$ cat config.mk
export PLATFORM = sky130hd
export DESIGN_NAME = alu_resp_packer_flat
export DESIGN_NICKNAME = d
export VERILOG_FILES = /design/src/rtl/alu_resp_packer_if.sv /design/src/rtl/alu_resp_packer.sv /design/src/flat_wrapper.sv
export SDC_FILE = /design/constraint.sdc
export NUM_CORES = 1
export LEC_CHECK = 0
export ABC_AREA = 1
export ABC_CLOCK_PERIOD_IN_PS = 4190
export CAP_MARGIN = 20
export CORE_AREA = 2 2 85 87
export DETAILED_ROUTE_END_ITERATION = 10
export DIE_AREA = 0 0 87 89
export PLACE_DENSITY = 0.66
export REMOVE_ABC_BUFFERS = 1
export SYNTH_ARGS = -nofsm -noshare
export SYNTH_HDL_FRONTEND = slang
export SYNTH_SLANG_ARGS = --single-unit
$ cat constraint.sdc
create_clock -name clk -period 4.19 [get_ports clk]
set_input_delay 1.257 -clock clk [delete_from_list [all_inputs] [get_ports clk]]
set_output_delay 1.257 -clock clk [all_outputs]
set_load 0.005 [all_outputs]
$ cat src/rtl/alu_resp_packer_if.sv
// ---------------------------------------------------------------------------
// alu_resp_packer_if
// Bundles the signals between the ALU command FSM, the response packer and
// the uart_tx byte stream.
//   s_valid_i / s_ready_o    word handshake from the ALU FSM
//   s_opcode_i, s_result_i   opcode and result word being handed over
//   m_axis_tdata/tvalid      byte stream towards uart_tx
//   m_axis_tready            uart_tx accepts the current byte
//   busy_o                   a frame is in progress
// Modports:
//   master  the packer itself, which drives the byte stream
//   slave   the surrounding environment (ALU FSM + uart_tx)
// ---------------------------------------------------------------------------
interface alu_resp_packer_if #(
  parameter int RESULT_W = 32
);
  logic                s_valid_i;
  logic                s_ready_o;
  logic [7:0]          s_opcode_i;
  logic [RESULT_W-1:0] s_result_i;
  logic [7:0]          m_axis_tdata;
  logic                m_axis_tvalid;
  logic                m_axis_tready;
  logic                busy_o;

  modport master (
    input  s_valid_i, s_opcode_i, s_result_i, m_axis_tready,
    output s_ready_o, m_axis_tdata, m_axis_tvalid, busy_o
  );

  modport slave (
    output s_valid_i, s_opcode_i, s_result_i, m_axis_tready,
    input  s_ready_o, m_axis_tdata, m_axis_tvalid, busy_o
  );
endinterface

$ cat src/rtl/alu_resp_packer.sv
// ---------------------------------------------------------------------------
// alu_resp_packer
// Takes one opcode + result word per handshake and serialises it as the frame
//   OPC, LEN(=N), D0..D(N-1) (result LSB first), CHK
// on an AXI-stream byte master, where CHK is the XOR of every preceding byte.
// The word is held until the last byte has been accepted, so a busy UART
// never loses a result.
// Ports:
//   clk   system clock
//   rst   synchronous reset, active-high
//   bus   alu_resp_packer_if.master (word input, byte stream output, busy)
// Parameter:
//   RESULT_W  result width, multiple of 8 in 8..64 (N = RESULT_W/8 bytes)
// ---------------------------------------------------------------------------
module alu_resp_packer #(
  parameter int RESULT_W = 32
) (
  input  logic               clk,
  input  logic               rst,
  alu_resp_packer_if.master  bus
);

  localparam int N     = RESULT_W / 8;
  localparam int IDX_W = (N > 1) ? $clog2(N) : 1;

  localparam logic [7:0]       LEN_BYTE = 8'(N);
  localparam logic [IDX_W-1:0] LAST_IDX = IDX_W'(N - 1);

  typedef enum logic [2:0] {
    ST_IDLE = 3'd0,
    ST_OPC  = 3'd1,
    ST_LEN  = 3'd2,
    ST_DATA = 3'd3,
    ST_CHK  = 3'd4
  } state_t;

  state_t              state_q;
  logic                tvalid_q;
  logic [7:0]          tdata_q;
  logic                busy_q;
  logic [7:0]          chk_q;
  logic [IDX_W-1:0]    idx_q;
  // Result bytes still to be sent; the next D byte is always in [7:0].
  logic [RESULT_W-1:0] shift_q;
  logic                xfer;

  assign xfer = tvalid_q & bus.m_axis_tready;

  // Ready is the only output not taken straight from a flop: it must drop in
  // the very cycle rst is high.
  assign bus.s_ready_o     = (state_q == ST_IDLE) && !rst;
  assign bus.m_axis_tdata  = tdata_q;
  assign bus.m_axis_tvalid = tvalid_q;
  assign bus.busy_o        = busy_q;

  // Frame sequencer: state, byte register, running checksum and data index.
  always_ff @(posedge clk) begin
    if (rst) begin
      state_q  <= ST_IDLE;
      tvalid_q <= 1'b0;
      tdata_q  <= 8'h00;
      busy_q   <= 1'b0;
      chk_q    <= 8'h00;
      idx_q    <= '0;
      shift_q  <= '0;
    end else begin
      case (state_q)
        ST_IDLE: begin
          // Inputs are only looked at here, so X on them elsewhere is harmless.
          if (bus.s_valid_i) begin
            shift_q  <= bus.s_result_i;
            tdata_q  <= bus.s_opcode_i;
            chk_q    <= bus.s_opcode_i ^ LEN_BYTE;
            idx_q    <= '0;
            tvalid_q <= 1'b1;
            busy_q   <= 1'b1;
            state_q  <= ST_OPC;
          end
        end

        ST_OPC: begin
          if (xfer) begin
            tdata_q <= LEN_BYTE;
            state_q <= ST_LEN;
          end
        end

        ST_LEN: begin
          if (xfer) begin
            tdata_q <= shift_q[7:0];
            chk_q   <= chk_q ^ shift_q[7:0];
            shift_q <= shift_q >> 4'd8;
            idx_q   <= '0;
            state_q <= ST_DATA;
          end
        end

        ST_DATA: begin
          if (xfer) begin
            if (idx_q == LAST_IDX) begin
              // Every D byte was folded in when loaded, so chk_q is final.
              tdata_q <= chk_q;
              idx_q   <= '0;
              state_q <= ST_CHK;
            end else begin
              tdata_q <= shift_q[7:0];
              chk_q   <= chk_q ^ shift_q[7:0];
              shift_q <= shift_q >> 4'd8;
              idx_q   <= idx_q + IDX_W'(1);
            end
          end
        end

        ST_CHK: begin
          if (xfer) begin
            tvalid_q <= 1'b0;
            busy_q   <= 1'b0;
            tdata_q  <= 8'h00;
            chk_q    <= 8'h00;
            state_q  <= ST_IDLE;
          end
        end

        default: begin
          state_q  <= ST_IDLE;
          tvalid_q <= 1'b0;
          tdata_q  <= 8'h00;
          busy_q   <= 1'b0;
          chk_q    <= 8'h00;
          idx_q    <= '0;
        end
      endcase
    end
  end

endmodule

$ cat src/flat_wrapper.sv
// flat-port wrapper written by rule: the top's interface ports become plain ports
module alu_resp_packer_flat 
#(
  parameter int RESULT_W = 32
)
  (clk, rst, bus_s_valid_i, bus_s_opcode_i, bus_s_result_i, bus_m_axis_tready, bus_s_ready_o, bus_m_axis_tdata, bus_m_axis_tvalid, bus_busy_o);
  alu_resp_packer_if #(.RESULT_W(RESULT_W)) bus_i ();
  input  logic clk;
  input  logic rst;
  input wire logic [$bits(bus_i.s_valid_i)-1:0] bus_s_valid_i;
  input wire logic [$bits(bus_i.s_opcode_i)-1:0] bus_s_opcode_i;
  input wire logic [$bits(bus_i.s_result_i)-1:0] bus_s_result_i;
  input wire logic [$bits(bus_i.m_axis_tready)-1:0] bus_m_axis_tready;
  output wire logic [$bits(bus_i.s_ready_o)-1:0] bus_s_ready_o;
  output wire logic [$bits(bus_i.m_axis_tdata)-1:0] bus_m_axis_tdata;
  output wire logic [$bits(bus_i.m_axis_tvalid)-1:0] bus_m_axis_tvalid;
  output wire logic [$bits(bus_i.busy_o)-1:0] bus_busy_o;
  assign bus_i.s_valid_i = bus_s_valid_i;
  assign bus_i.s_opcode_i = bus_s_opcode_i;
  assign bus_i.s_result_i = bus_s_result_i;
  assign bus_i.m_axis_tready = bus_m_axis_tready;
  assign bus_s_ready_o = bus_i.s_ready_o;
  assign bus_m_axis_tdata = bus_i.m_axis_tdata;
  assign bus_m_axis_tvalid = bus_i.m_axis_tvalid;
  assign bus_busy_o = bus_i.busy_o;
  alu_resp_packer #(.RESULT_W(RESULT_W)) u_core (.clk(clk), .rst(rst), .bus(bus_i));
endmodule
* Word-level counts from Yosys, hierarchy flattened
Cells that the tools add are included.
** Word-level totals
- Output and inout bits :: 11
- Register bits :: 54
- Logic and storage cells :: 69
- Input bits :: 44
** Operators by class
- Bitwise gates (word level) :: 6
- Equal/unequal tests :: 12
- Multiplexer cells :: 32
- Reductions and logical operators :: 12
- Add/subtract/negate cells :: 1
** Operators with widths (count)
- $mux 32 :: 4
- $pmux 32 s3 :: 1
- $mux 8 :: 10
- $pmux 8 s5 :: 2
- $mux 3 :: 6
- $pmux 3 s5 :: 1
- $reduce_and 6->1 :: 2
- $ne 2x1->1 const B :: 5
- $reduce_and 5->1 :: 2
- $mux 2 :: 4
- $pmux 2 s4 :: 1
- $xor 8x8->8 :: 1
- $eq 3x2->1 const B :: 2
- $ne 2x2->1 const B :: 2
- $not 1->1 :: 4
- $reduce_and 4->1 :: 1
- $eq 3x1->1 const B :: 1
- $eq 3x3->1 const B :: 1
- $logic_not 3->1 :: 1
- $pmux 1 s3 :: 1
- $reduce_and 3->1 :: 1
- $reduce_bool 3->1 :: 1
- $reduce_or 3->1 :: 1
- $add 2x1->2 const B :: 1
- 6 further kinds :: 7

* Depth between registers and ports, before layout
- Word-level depth :: 4
- Gate-level depth with buffers :: 11
- Gate-level depth less buffers :: 9

* Worst setup path after synthesis
No wires, ideal clock.
- Kind :: input to output
- Start point :: in rst
- End point :: out bus_s_ready_o
- Stages on the path :: 1
- Path buffers :: 0
- Setup slack :: 1.539 ns
- Arrival :: 1.394 ns
- Required time :: 2.933 ns
- Cell sequence :: nor2_1
** Between the ends
- Cells in the longest elaborated chain, start to end :: 2
** Ends and longest elaborated chain
- start: declaration :: RTL line flat_wrapper.sv:9 : input logic rst;
- $logic_not 1->1 :: RTL line alu_resp_packer.sv:51 : assign bus.s_ready_o = (state_q == ST_IDLE) && !rst;
- $logic_and 1x1->1 :: RTL line alu_resp_packer.sv:51
- end: declaration :: RTL line flat_wrapper.sv:14 : output wire logic [$bits(bus_i.s_ready_o)-1:0] bus_s_ready_o;
No other way between the ends.

* Worst setup path after layout
Same ends and word-level chain as after synthesis.

==> flow_summary.json <==
{
  "required_ns": 2.93,
  "postCtsHoldBufs": 0,
  "drtAntennaViolNets": 0,
  "cts.path.max_buffers": 2,
  "grt_max_degree": 45,
  "insertion_delay_ns": 0.31,
  "grt-ovfl-total": 0,
  "cellPowerDensity_mw_per_mm2": 751.4,
  "postSynthCellCount": 532,
  "yosysTopAreaCellShare_pct": 35.22,
  "synthTopCellsByCount": "226 x nand2_1, 100 x nor2_1, 54 x dfxtp_1",
  "avgRoutedWirePerCell_um": 10.41,
  "ys_warn_count": 0,
  "crit_arrival_ns": 2.35,
  "cts_tree": "yes",
  "firstDrtPassIters": 5,
  "post-route-drc-count": 0,
  "num_rows": 30,
  "hold_class": "register to register",
  "finalCritPeriodShare_pct": 86.05,
  "drive_gt1_share_pct": 5.199,
  "diodes": 0,
  "rsz0062_at_grt": "no",
  "crit_type": "primary input to output pin",
  "dr_total_vias": 3055,
  "nNetsFinal": 621,
  "fin_setup_tns_ns": 0,
  "io_buffers": 54,
  "antenna_found_initial": 0,
  "synth_cell_types": 23,
  "crit_path_end_kind": "output pin",
  "cts.sinks": 54,
  "pin_count": 55,
  "coreArea_mm2": 0.006719,
  "ys_top_cells_by_area": "dfxtp_1 35%, nand2_1 28%, nor2_1 12%, inv_1 6.2%, o21ai_0 4.2%",
  "gp_congestion": 0.8102,
  "ys.flop_type": "dfxtp_1",
  "die-area_mm2": 0.007743,
  "final_hold_viol_count": 0,
  "cts.clk_slew.worst_paths_ns": 0.10,
  "die-width_um": 87,
  "start_kind": "primary input",
  "h-tree-depth": 2,
  "cts_resized": 0,
  "first_global_vias": 2684,
  "grt_usage_pct": 18.61,
  "fin_crit_ns": 3.605,
  "synth.most_common_cell": "nand2_1",
  "hpwl_um": 4597,
  "slew_viol_final": 0,
  "setup_viol": 0,
  "outcome": "finished, final reports clean",
  "mappedNetlistArea_mm2": 0.003069,
  "yosysSeqAreaShare_pct": 35.22,
  "area_delta_synth_final_pct": 22.22,
  "grt_pass1_wl_um": 11700,
  "async_reset_ff_share_pct": 0,
  "tightestPinTransition_ns": 0.5632,
  "post-cts-setup-buffers": 0,
  "cap_viol_max_count": 0,
  "synth-edff-count": 0,
  "drt_iter0_markers": 133,
  "skew_ns": 0.003948,
  "ir_worst_vdd_mv": 0.2551,
  "cts_buffers": 5,
  "synth.ff_latch_count": 54,
  "slew_headroom_pct": 62.46,
  "holdWs_ns": 0.4780,
  "worstPathMaxFanout": 2,
  "clockRootBuffer": "clkbuf_8",
  "syn-mean-instance-area_um2": 5.769,
  "viasPerCell": 4.650,
  "drt_wl_total_um": 6837,
  "initial_core_util_pct": 45.68,
  "power_leakage_nw": 1.907,
  "fmax_mhz": 277.4,
  "synth_top_cell_by_area": "dfxtp_1",
  "fp.dieH_um": 89
}
## routing by layer
metal | GRT usage, % | wire [µm]
met1 | 22.76 | 3278
met2 | 33.38 | 3172
met3 | 3.878 | 326
met4 | 4.688 | 59
met5 | 0 | 0
## cells in the final DEF (no fill, tap or decap), drive strengths merged
cell | synthesis | final
clkbuf | 6 | 6
o211ai | 1 | 1
dfxtp | 54 | 54
o21bai | 1 | 1
xor2 | 1 | 1
clkdlybuf4s50 | 0 | 54
ha | 1 | 1
buf | 16 | 5
nand3 | 22 | 22
a21oi | 9 | 9
or2 | 1 | 1
inv | 56 | 56
nor2 | 104 | 104
nand2 | 232 | 232
o21ai | 26 | 26
bufinv | 0 | 2
nand4 | 1 | 1
clkinv | 1 | 1
## logic make-up after synthesis
logic type                 share of synthesized area, %
AOI/OAI and AO/OA                                 6.196
and+or+nand+nor                                   46.39
buffers and inverters                             11.50
adders and majority gates                        0.4076
DFF                                               35.22
xor gates and xnor gates                         0.2854
## flip-flops by register name (all words and copies together) (netlist names)
name / flops
u_core.chk_q: 8
u_core.idx_q: 2
u_core.state_q: 3
u_core.bus.busy_o: 1
u_core.bus.m_axis_tdata: 8
u_core.shift_q: 32
## critical path, stage by stage
cell             delay [ns]
clkdlybuf4s50_1        0.42
nor2_1                 0.15
clkdlybuf4s50_1        0.52
## final timing paths
kind	endpoint	from	cells past startpoint	slack, ns
max	bus_s_ready_o	rst	3	0.58
min	u_core.bus.m_axis_tdata[7]$_SDFFE_PP0P_	u_core.bus.m_axis_tdata[7]$_SDFFE_PP0P_	2	0.48
max reg2reg	u_core.shift_q[4]$_SDFFE_PP0P_	u_core.state_q[1]$_SDFFE_PP0P_	10	1.80
min reg2reg	u_core.bus.m_axis_tdata[7]$_SDFFE_PP0P_	u_core.bus.m_axis_tdata[7]$_SDFFE_PP0P_	2	0.48
## through the flow
stage	total power, mW	utilization, %	instances	instance area (µm²)	setup slack [ns]
floorplan	1.970	-	510	2930	1.539
global placement	2.371	53.71	649	3608	0.5893
detailed placement	2.399	53.71	649	3608	0.5789
CTS	2.842	55.83	657	3751	0.5764
global route	3.147	55.83	657	3751	0.5080
finish	2.819	55.83	657	3751	0.5845
## where the power goes
group          internal, mW  switching, mW
combinational         0.545          0.963
clock                 0.255          0.181
sequential            0.741          0.134
total                  1.54           1.28
## layout make-up
type	count	area, µm²
fillers	690	2968
multi-input cells	399	1635
flip-flops and latches	54	1081
repair buffers	59	578.1
inverters	57	214.0
well taps	80	100.1
clock buffers	6	82.58
clock inverters	2	60.06
Note: power is estimated with default switching activity, not from simulation.
